File: src/rtl/int_ctrl_pkg.sv
// Shared types and default sizing for the two-source interrupt controller.
package int_ctrl_pkg;

  typedef enum logic [1:0] {
    IDLE  = 2'd0,
    SERV1 = 2'd1,
    SERV2 = 2'd2
  } state_t;

  localparam int CNT_W_DEF       = 4;
  localparam int SYNC_STAGES_DEF = 2;

endpackage

File: src/rtl/sync_edge.sv
// Synchronizes one asynchronous request line and flags its rising edge.
// Latency SYNC_STAGES cycles to a one-cycle rise pulse; no backpressure, raw is free-running.
module sync_edge
  import int_ctrl_pkg::*;
#(
  parameter int SYNC_STAGES = SYNC_STAGES_DEF
) (
  input  logic clk,
  input  logic reset,
  input  logic raw,
  output logic rise
);

  logic [SYNC_STAGES-1:0] sync_q;
  logic                   prev_q;

  always_ff @(posedge clk or negedge reset) begin
    if (!reset) begin
      sync_q <= '0;
      prev_q <= 1'b0;
    end else begin
      sync_q <= {sync_q[SYNC_STAGES-2:0], raw};
      prev_q <= sync_q[SYNC_STAGES-1];
    end
  end

  assign rise = sync_q[SYNC_STAGES-1] & ~prev_q;

endmodule

File: src/rtl/int_ctrl.sv
// Two-source prioritized interrupt controller: latch edges, drive intr1/intr2 until CPU ack.
// Edge to intr in SYNC_STAGES+2 cycles; no backpressure, edges arriving while pending are counted as lost.
module int_ctrl
  import int_ctrl_pkg::*;
#(
  parameter int CNT_W       = CNT_W_DEF,
  parameter int SYNC_STAGES = SYNC_STAGES_DEF
) (
  input  logic             clk,
  input  logic             reset,
  input  logic [1:0]       irq_raw,
  input  logic [1:0]       mask,
  input  logic             ack,
  input  logic             clear_lost,
  output logic             intr1,
  output logic             intr2,
  output logic [1:0]       pending,
  output logic [CNT_W-1:0] lost1,
  output logic [CNT_W-1:0] lost2,
  output logic             busy
);

  logic [1:0]       rise;
  logic [1:0]       clr;
  logic [CNT_W-1:0] lost_q [2];
  state_t           state_q, state_d;

  for (genvar i = 0; i < 2; i++) begin : g_src
    sync_edge #(.SYNC_STAGES(SYNC_STAGES)) u_sync (
      .clk  (clk),
      .reset(reset),
      .raw  (irq_raw[i]),
      .rise (rise[i])
    );
  end

  assign clr[0] = ack && (state_q == SERV1);
  assign clr[1] = ack && (state_q == SERV2);

  // A new edge wins over a same-cycle ack so the fresh request is never lost.
  always_ff @(posedge clk or negedge reset) begin
    if (!reset) begin
      pending <= '0;
      for (int i = 0; i < 2; i++) lost_q[i] <= '0;
    end else begin
      for (int i = 0; i < 2; i++) begin
        if (rise[i])
          pending[i] <= 1'b1;
        else if (clr[i])
          pending[i] <= 1'b0;

        if (clear_lost)
          lost_q[i] <= '0;
        else if (rise[i] && pending[i] && !clr[i] && (lost_q[i] != '1))
          lost_q[i] <= lost_q[i] + 1'b1;
      end
    end
  end

  assign lost1 = lost_q[0];
  assign lost2 = lost_q[1];

  always_comb begin
    state_d = state_q;
    case (state_q)
      IDLE: begin
        if (pending[0] && mask[0])
          state_d = SERV1;
        else if (pending[1] && mask[1])
          state_d = SERV2;
      end
      SERV1:   if (ack) state_d = IDLE;
      SERV2:   if (ack) state_d = IDLE;
      default: state_d = IDLE;
    endcase
  end

  // Outputs are registered from the next state so they change with the state itself.
  always_ff @(posedge clk or negedge reset) begin
    if (!reset) begin
      state_q <= IDLE;
      intr1   <= 1'b0;
      intr2   <= 1'b0;
      busy    <= 1'b0;
    end else begin
      state_q <= state_d;
      intr1   <= (state_d == SERV1);
      intr2   <= (state_d == SERV2);
      busy    <= (state_d != IDLE);
    end
  end

endmodule

File: config.mk
export PLATFORM = sky130hd
export DESIGN_NAME = int_ctrl
export DESIGN_NICKNAME = d
export VERILOG_FILES = /design/src/rtl/int_ctrl_pkg.sv /design/src/rtl/sync_edge.sv /design/src/rtl/int_ctrl.sv
export SDC_FILE = /design/constraint.sdc
export NUM_CORES = 1
export LEC_CHECK = 0
export CAP_MARGIN = 20
export CORE_MARGIN = 2
export CORE_UTILIZATION = 40
export DETAILED_ROUTE_END_ITERATION = 16
export GPL_TIMING_DRIVEN = 0
export PLACE_DENSITY = 0.66
export SYNTH_ARGS = -nofsm -noshare
export SYNTH_HDL_FRONTEND = slang
export SYNTH_SLANG_ARGS = --single-unit
File: constraint.sdc
create_clock -name clk -period 1.7 [get_ports clk]
set_input_delay 0.17 -clock clk [delete_from_list [all_inputs] [get_ports clk]]
set_output_delay 0.17 -clock clk [all_outputs]
set_load 0.02 [all_outputs]
==> metrics.txt, run 1 <==
# TYPE chip_impl_metric gauge
chip_impl_metric{name="post_synth_num_cell_types",unit=""} 29
chip_impl_metric{name="post-layout-total-power",unit="mW"} 1.469
chip_impl_metric{name="slew_headroom",unit="%"} 38.43
chip_impl_info{name="dominantRegCellSynth",value="dfrtp_1"} 1
chip_impl_metric{name="placement_rows",unit=""} 17
chip_impl_metric{name="power.switching",unit="mW"} 0.4989
chip_impl_metric{name="syn2layout_area_growth",unit="%"} 26.40
chip_impl_metric{name="core_area",unit="um^2"} 2233
chip_impl_metric{name="worst_endpoint_data_arrival_time",unit="ns"} 1.80
chip_impl_metric{name="irDropWorstVdd",unit="mV"} 0.6198
chip_impl_metric{name="sequentialPowerShare",unit="%"} 45.6
chip_impl_metric{name="setup-violations-final",unit=""} 0
chip_impl_metric{name="p_int",unit="mW"} 0.9697
chip_impl_info{name="launch_instance_of_the_worst_register_to_register_path",value="state_q[1]"} 1
chip_impl_metric{name="synthAdderAreaFrac",unit="%"} 7.802
chip_impl_metric{name="htree_levels",unit=""} 1
chip_impl_metric{name="critPathMaxFanout",unit=""} 6
chip_impl_metric{name="pwr-share-comb",unit="%"} 39.0
chip_impl_metric{name="synth-async-reset-ratio",unit="%"} 100.0
chip_impl_info{name="cts_tree",value="done"} 1
chip_impl_metric{name="postRouteWirelength",unit="um"} 1584
chip_impl_metric{name="post-route-drc-count",unit=""} 0
chip_impl_metric{name="yosys.area.top_type_share",unit="%"} 54.62
chip_impl_metric{name="buffers_inserted_during_post_cts_setup_optimization",unit=""} 0
chip_impl_metric{name="dpl-instance-area",unit="um^2"} 1187
chip_impl_metric{name="antenna_found_initial",unit=""} 0
chip_impl_metric{name="insertion_delay_of_the_later_clocked_pin_in_the_worst_skew_pair",unit="ns"} 0.29
chip_impl_metric{name="first_iter_violations",unit=""} 4
chip_impl_metric{name="power_switching_share",unit="%"} 33.97
chip_impl_metric{name="grt_pass1_vias",unit=""} 680
chip_impl_metric{name="post_cts_hold_buffer_count",unit=""} 0
chip_impl_metric{name="start_util",unit="%"} 43.08
chip_impl_metric{name="synth_seq_area_share",unit="%"} 54.62
chip_impl_metric{name="grt_first_pass_wirelength",unit="um"} 2815
chip_impl_metric{name="post_synth_mux_area_share",unit="%"} 3.121
chip_impl_metric{name="finalCriticalPeriod",unit="ns"} 1.579
chip_impl_info{name="worstHoldPathType",value="primary input to register"} 1
chip_impl_metric{name="netlist_area",unit="um^2"} 962.2
chip_impl_info{name="crit_path_start",value="state_q[1]"} 1
chip_impl_metric{name="io-pin-count",unit=""} 21
chip_impl_metric{name="routabilityCongestion",unit=""} 0.7533
chip_impl_metric{name="die_area",unit="um^2"} 2814
chip_impl_metric{name="max_freq",unit="GHz"} 0.6333
chip_impl_info{name="timing.setup.critical_path_class",value="register to register"} 1
chip_impl_metric{name="worst_reg_to_reg_cells",unit=""} 6
chip_impl_metric{name="total_nets_final",unit=""} 120
chip_impl_metric{name="globalRouteTotalUtil",unit="%"} 13.80
chip_impl_metric{name="detail-route-antenna-nets",unit=""} 0
chip_impl_metric{name="syn-mean-instance-area",unit="um^2"} 11.73
chip_impl_metric{name="finalCritPeriodShare",unit="%"} 92.89
chip_impl_metric{name="finish.instance_area",unit="um^2"} 1216
chip_impl_metric{name="avgRoutedWirePerCell",unit="um"} 11.91
chip_impl_metric{name="clk_transition_reported_paths",unit="ns"} 0.11
chip_impl_metric{name="share_of_post_route_cells_with_drive_strength_above_1",unit="%"} 11.43
chip_impl_metric{name="clock_sink_count",unit=""} 21
chip_impl_metric{name="worst_clock_skew",unit="ns"} 0.002103
chip_impl_metric{name="via_per_instance_ratio",unit=""} 5.038
chip_impl_info{name="outcome",value="finished, final reports clean"} 1
chip_impl_metric{name="post_synthesis_sequential_element_count",unit=""} 21
chip_impl_info{name="synth_top_family_by_area",value="simple AND/OR/NAND/NOR gates"} 1
chip_impl_metric{name="total_leakage_power",unit="nW"} 0.5324
chip_impl_metric{name="synth_compound_gate_area_share",unit="%"} 11.05
chip_impl_metric{name="cts-buffers-inserted",unit=""} 3
chip_impl_metric{name="synth_edf_count",unit=""} 0
chip_impl_metric{name="required_time_of_the_worst_setup_path",unit="ns"} 1.92
chip_impl_metric{name="insertedDiodeCount",unit=""} 0
chip_impl_info{name="rr_endpoint",value="lost1[3]"} 1
chip_impl_info{name="grt_setup_unrepaired",value="no"} 1
chip_impl_metric{name="leftover_overflow_at_the_end_of_global_routing",unit=""} 0
chip_impl_info{name="worstSetupEndpointType",value="register"} 1
chip_impl_metric{name="timing.final.hold_violations",unit=""} 0
chip_impl_metric{name="synthXorXnorAreaFrac",unit="%"} 1.821
chip_impl_metric{name="clock_tree.buffer_depth",unit=""} 2
chip_impl_metric{name="die_width",unit="um"} 53.05
chip_impl_metric{name="grt_max_degree",unit=""} 22
chip_impl_info{name="startpoint_type",value="register"} 1
chip_impl_metric{name="fp.dieH",unit="um"} 53.05
chip_impl_metric{name="setup_total_negative_slack",unit="ns"} 0
chip_impl_info{name="root_buffer",value="clkbuf_4"} 1
chip_impl_info{name="cp-endpoint",value="lost1[3]"} 1
chip_impl_metric{name="syn-instance-count",unit=""} 82
chip_impl_metric{name="max_slew.worst_pin.slew",unit="ns"} 0.9206
chip_impl_metric{name="postSynthNetCount",unit=""} 96
chip_impl_metric{name="num_vias",unit=""} 670
chip_impl_info{name="synth_top_area_cell",value="dfrtp_1"} 1
chip_impl_metric{name="cellPowerDensity",unit="nW/um^2"} 1208
chip_impl_metric{name="drt_pre_antenna_iters",unit=""} 4
chip_impl_metric{name="numPortBuffers",unit=""} 19
chip_impl_metric{name="num-fill-cells",unit=""} 216
chip_impl_metric{name="r2r_setup_slack",unit="ns"} 0.12
chip_impl_metric{name="synth-simple-area-share",unit="%"} 19.77
chip_impl_metric{name="power.clock.fraction",unit="%"} 15.4
chip_impl_info{name="layout.cells.most_common_list",value="19 x dfrtp_1, 19 x clkdlybuf4s50_1, 7 x nor2_1, 7 x nand3_1, 6 x ha_1"} 1
chip_impl_metric{name="timing.max_cap.violations",unit=""} 0
chip_impl_metric{name="ys_warn_count",unit=""} 0
chip_impl_metric{name="drv_slew",unit=""} 0
chip_impl_metric{name="place_hpwl",unit="um"} 1181
chip_impl_info{name="synth.area.top_cells",value="dfrtp_1 55%, ha_1 7.8%, nand3_1 3.6%"} 1
worst max-delay path, cell delays in order, from the launching register on:
cell,delay (ns)
dfrtp_2,0.43
inv_1,0.08
ha_1,0.22
a21boi_4,0.22
nand3_4,0.12
or3_1,0.31
a21oi_1,0.14
repair_timing:
| item | in CTS | in global routing |
|---|---|---|
| endpoints found under the setup margin | 0 | 5 |
| gates resized for setup | 0 | 3 |
| endpoints found under the hold margin | 0 | 0 |
synthesized netlist by cell type (2+ instances only):
cell type / number
ha_1: 6
nand2_1: 3
inv_1: 2
nand2b_1: 2
dfrtp_1: 21
mux2i_1: 3
a31oi_1: 3
nor2_1: 7
nor3_1: 3
nor2b_1: 2
nand3_1: 7
o21ai_0: 3
xor2_1: 2
a21boi_0: 2
nor3b_1: 2
logic make-up after synthesis:
kind of cell | Yosys count
buf+inv | 3
fa+ha+maj | 6
mux | 3
xor+xnor | 2
flops | 21
compound gates | 14
simple gates | 33
flip-flops by register name, summed over array words and instances (netlist names):
signal and flops:
g_src.u_sync.prev_q 2, intr2 1, state_q 2, intr1 1
g_src.u_sync.sync_q 4, lost2 4, lost1 4, pending 2
busy 1
through the flow:
step                      hold slack [ns]  util, %  instances  setup slack (ns)
after floorplan                   -0.1256        -         82            0.2324
after global placement             0.3349    53.17        129            0.1218
after detailed placement           0.3355    53.17        129           0.04396
after CTS                          0.2923    54.34        133           0.02765
after global routing               0.2888    54.45        133           0.01523
final                              0.3010    54.45        133            0.1209
layer usage:
metal,vias up,GRT usage [%],wire length (um)
li1,335,-,-
met1,318,18.49,783
met2,15,21.46,705
met3,2,3.390,83
met4,0,5.128,12
met5,-,0,0
power by group through the flow:
| stage | clock, mW | combinational, mW | sequential [mW] |
|---|---|---|---|
| finish | 0.226 | 0.573 | 0.670 |
| global placement | 0 | 0.558 | 0.674 |
| detailed placement | 0 | 0.574 | 0.675 |
| CTS | 0.240 | 0.577 | 0.665 |
| global route | 0.266 | 0.634 | 0.683 |
| floorplan | 0 | 0.288 | 0.742 |
cell type report:
| cell class | instances | area, um^2 | share of cell area [%] |
|---|---|---|---|
| sequential | 21 | 528.0 | 43.42 |
| multi-input combinational | 58 | 419.2 | 34.46 |
| timing repair buffer | 19 | 190.2 | 15.64 |
| tap | 28 | 35.03 | 2.881 |
| clock buffer | 4 | 26.28 | 2.160 |
| buffer | 1 | 10.01 | 0.8230 |
| inverter | 2 | 7.507 | 0.6173 |
worst min-delay path by stage:
stage,cells after the start,slack (ns),endpoint,startpoint
6_report,2,0.30,lost1[3],clear_lost
3_3_place_gp,0,0.33,g_src[0].u_sync.sync_q[1],g_src[0].u_sync.sync_q[0]
2_1_floorplan,0,-0.13,busy,reset
4_1_cts,2,0.29,lost1[3],clear_lost
5_1_grt,1,0.29,g_src[1].u_sync.sync_q[0],irq_raw[1]
3_5_place_dp,0,0.34,g_src[1].u_sync.sync_q[1],g_src[1].u_sync.sync_q[0]
Power figures use the tool's default switching activity.
==> run 2, diff against run 1 <==
--- a/config.mk
+++ b/config.mk
@@ -10,7 +10,8 @@
 export CORE_UTILIZATION = 40
 export DETAILED_ROUTE_END_ITERATION = 16
 export GPL_TIMING_DRIVEN = 0
-export PLACE_DENSITY = 0.66
+export SKIP_LAST_GASP = 1
 export SYNTH_ARGS = -nofsm -noshare
 export SYNTH_HDL_FRONTEND = slang
+export SYNTH_HIERARCHICAL = 1
 export SYNTH_SLANG_ARGS = --single-unit
==> metrics.txt, run 2 <==
# TYPE chip_impl_metric gauge
chip_impl_metric{name="finalCritPeriodShare",unit="%"} 96.18
chip_impl_metric{name="pnr_worst_setup_slack",unit="ns"} 0.06489
chip_impl_metric{name="numPortBuffers",unit=""} 20
chip_impl_metric{name="multi_input_comb_area",unit="um^2"} 495.5
chip_impl_metric{name="syn-mean-instance-area",unit="um^2"} 11.52
chip_impl_metric{name="total_leakage_power",unit="nW"} 0.5916
chip_impl_info{name="layout.cells.most_common_list",value="21 x dfrtp_1, 20 x clkdlybuf4s50_1, 6 x inv_1, 6 x nor2b_1, 6 x ha_1"} 1
chip_impl_metric{name="cts-buffers-inserted",unit=""} 3
chip_impl_metric{name="synth-async-reset-ratio",unit="%"} 100.0
chip_impl_metric{name="post_synth_num_cell_types",unit=""} 31
chip_impl_metric{name="timing.final.hold_violations",unit=""} 0
chip_impl_metric{name="ys_warn_count",unit=""} 6
chip_impl_metric{name="die_width",unit="um"} 54.34
chip_impl_info{name="post-synth-top-count-cell",value="dfrtp_1"} 1
chip_impl_metric{name="worst_clock_skew",unit="ns"} 0.005806
chip_impl_metric{name="clock_sink_count",unit=""} 21
chip_impl_metric{name="globalRouteTotalUtil",unit="%"} 14.67
chip_impl_metric{name="slew_headroom",unit="%"} 70.57
chip_impl_info{name="launch_instance_of_the_worst_register_to_register_path",value="state_q[1]"} 1
chip_impl_metric{name="grt_first_pass_wirelength",unit="um"} 3098
chip_impl_info{name="timing.setup.critical_path_class",value="register to register"} 1
chip_impl_metric{name="placement_rows",unit=""} 18
chip_impl_metric{name="post_cts_hold_buffer_count",unit=""} 0
chip_impl_metric{name="finalCoreUtilization",unit="%"} 55.76
chip_impl_metric{name="synth_edf_count",unit=""} 0
chip_impl_metric{name="num_vias",unit=""} 759
chip_impl_metric{name="finalCriticalPeriod",unit="ns"} 1.635
chip_impl_metric{name="netlist_area",unit="um^2"} 1013
chip_impl_metric{name="grt_max_degree",unit=""} 22
chip_impl_metric{name="max_freq",unit="GHz"} 0.6116
chip_impl_metric{name="holdWs",unit="ns"} 0.03149
chip_impl_metric{name="total_nets_final",unit=""} 132
chip_impl_metric{name="r2r_setup_slack",unit="ns"} 0.06
chip_impl_info{name="rr_endpoint",value="lost1[3]"} 1
chip_impl_metric{name="syn-instance-count",unit=""} 88
chip_impl_info{name="synth_common_cells",value="21 x dfrtp_1, 6 x ha_1, 6 x inv_1, 6 x nor2b_1, 5 x a21oi_1"} 1
chip_impl_metric{name="dp.cells",unit=""} 138
chip_impl_metric{name="drv_slew",unit=""} 0
chip_impl_metric{name="via_per_instance_ratio",unit=""} 5.163
chip_impl_metric{name="routabilityCongestion",unit=""} 0.7083
chip_impl_metric{name="share_of_post_route_cells_with_drive_strength_above_1",unit="%"} 17.95
chip_impl_info{name="dominantRegCellSynth",value="dfrtp_1"} 1
chip_impl_info{name="layout.cells.most_common",value="dfrtp_1"} 1
chip_impl_metric{name="seqCellArea",unit="um^2"} 525.5
chip_impl_metric{name="leftover_overflow_at_the_end_of_global_routing",unit=""} 0
chip_impl_metric{name="finish.instance_area",unit="um^2"} 1356
chip_impl_info{name="worstSetupEndpointType",value="register"} 1
chip_impl_metric{name="post_synthesis_sequential_element_count",unit=""} 21
chip_impl_metric{name="htree_levels",unit=""} 1
chip_impl_metric{name="post-layout-total-power",unit="mW"} 1.546
chip_impl_metric{name="io-pin-count",unit=""} 21
chip_impl_metric{name="setup-violations-final",unit=""} 0
chip_impl_metric{name="postRouteWirelength",unit="um"} 1846
chip_impl_metric{name="layoutNonFillerInstCount",unit=""} 147
chip_impl_info{name="cts_tree",value="done"} 1
chip_impl_metric{name="insertedDiodeCount",unit=""} 0
chip_impl_metric{name="post-route-drc-count",unit=""} 0
chip_impl_metric{name="core_area",unit="um^2"} 2432
chip_impl_info{name="grt_setup_unrepaired",value="yes"} 1
chip_impl_metric{name="antenna_found_initial",unit=""} 0
chip_impl_metric{name="worst_endpoint_data_arrival_time",unit="ns"} 1.83
chip_impl_info{name="startpoint_type",value="register"} 1
chip_impl_metric{name="detail-route-antenna-nets",unit=""} 0
chip_impl_metric{name="setup_total_negative_slack",unit="ns"} 0
chip_impl_info{name="worstHoldPathType",value="primary input to async pin"} 1
chip_impl_info{name="root_buffer",value="clkbuf_4"} 1
chip_impl_metric{name="drt_pre_antenna_iters",unit=""} 2
chip_impl_metric{name="avgRoutedWirePerCell",unit="um"} 12.56
chip_impl_metric{name="postSynthNetCount",unit=""} 102
chip_impl_metric{name="timing.max_cap.violations",unit=""} 0
chip_impl_metric{name="first_iter_violations",unit=""} 6
chip_impl_metric{name="syn2layout_area_growth",unit="%"} 33.83
chip_impl_metric{name="cellPowerDensity",unit="nW/um^2"} 1140
chip_impl_metric{name="num-fill-cells",unit=""} 232
chip_impl_metric{name="fp.dieH",unit="um"} 54.34
chip_impl_info{name="synth_top_area_cell",value="dfrtp_1"} 1
chip_impl_metric{name="dpl-instance-area",unit="um^2"} 1251
chip_impl_info{name="cp-endpoint",value="lost1[3]"} 1
chip_impl_metric{name="clock_tree.buffer_depth",unit=""} 2
chip_impl_info{name="synth.area.top_cells",value="dfrtp_1 52%, ha_1 7.4%, mux2_2 4.4%"} 1
chip_impl_metric{name="max_slew.worst_pin.slew",unit="ns"} 0.4414
chip_impl_metric{name="place_hpwl",unit="um"} 1303
chip_impl_metric{name="clk_transition_reported_paths",unit="ns"} 0.12
chip_impl_metric{name="grt_pass1_vias",unit=""} 710
chip_impl_metric{name="critPathMaxFanout",unit=""} 6
chip_impl_metric{name="die_area",unit="um^2"} 2952
chip_impl_metric{name="irDropWorstVdd",unit="mV"} 0.7507
chip_impl_metric{name="synth_seq_area_share",unit="%"} 51.85
chip_impl_metric{name="required_time_of_the_worst_setup_path",unit="ns"} 1.90
chip_impl_metric{name="start_util",unit="%"} 41.67
chip_impl_metric{name="insertion_delay_of_the_later_clocked_pin_in_the_worst_skew_pair",unit="ns"} 0.30
chip_impl_metric{name="yosys.area.top_type_share",unit="%"} 51.85
chip_impl_info{name="crit_path_start",value="state_q[1]"} 1
chip_impl_info{name="outcome",value="finished, final reports clean"} 1
chip_impl_metric{name="worst_reg_to_reg_cells",unit=""} 5
chip_impl_metric{name="pre_cts_ws",unit="ns"} -0.06858
[run 2: cell types whose count changed after synthesis, sizes merged, moves of 3 or more]
cell | previous run | this run
a21oi | 1 | 5
inv | 2 | 6
mux2 | 0 | 4
nand3 | 8 | 3
nor2 | 7 | 4
nor2b | 2 | 8
[run 2: where the power goes]
part	internal [mW]	total, mW	switching [mW]
Combinational	0.338	0.658	0.320
Clock	0.0912	0.237	0.146
Sequential	0.588	0.651	0.0627
[run 2: worst min path at each step]
stage	start	endpoint	slack, ns	depth (start not counted)
3_5_place_dp	g_src[1].u_sync/sync_q[0]	g_src[1].u_sync/sync_q[1]	0.34	0
6_report	reset	lost1[2]	0.03	1
2_1_floorplan	reset	busy	-0.13	0
3_3_place_gp	g_src[1].u_sync/sync_q[0]	g_src[1].u_sync/sync_q[1]	0.33	0
5_1_grt	reset	lost1[2]	0.002	1
4_1_cts	irq_raw[1]	g_src[1].u_sync/sync_q[0]	0.29	1
[run 2: critical path: stages (launching register included)]
cell,delay (ns)
dfrtp_1,0.39
inv_1,0.07
ha_1,0.20
a21bo_4,0.25
nor4_4,0.26
mux2_2,0.36
[run 2: kinds of logic after synthesis]
kind of cell | synth area share (%)
AND/OR/NAND/NOR | 17.66
flip-flops | 51.85
AO/OA/AOI/OAI | 15.06
buffers and inverters | 2.592
adder cells (fa/ha/maj) | 7.407
multiplexers | 5.432
[run 2: layout make-up]
cell class | instances | share of cell area, %
Timing Repair Buffer | 25 | 18.08
Clock buffer | 4 | 1.937
Sequential cell | 21 | 38.75
Inverter | 6 | 1.661
Tap cell | 30 | 2.768
Multi-Input combinational cell | 60 | 36.53
Buffer | 1 | 0.2768
[run 2: per-layer routing]
layer  share of wire, %  vias up  GRT usage (%)
li1                   -      375              -
met5                  0        -              0
met2                 46       15          23.09
met1                 48      367          19.02
met4               0.81        0          6.250
met3                5.1        2          3.825
[run 2: what timing repair did]
action                     in CTS  in global routing
resized for setup               0                  5
pin swaps                       0                  1
buffers inserted                2                  2
setup endpoints to repair       2                  3
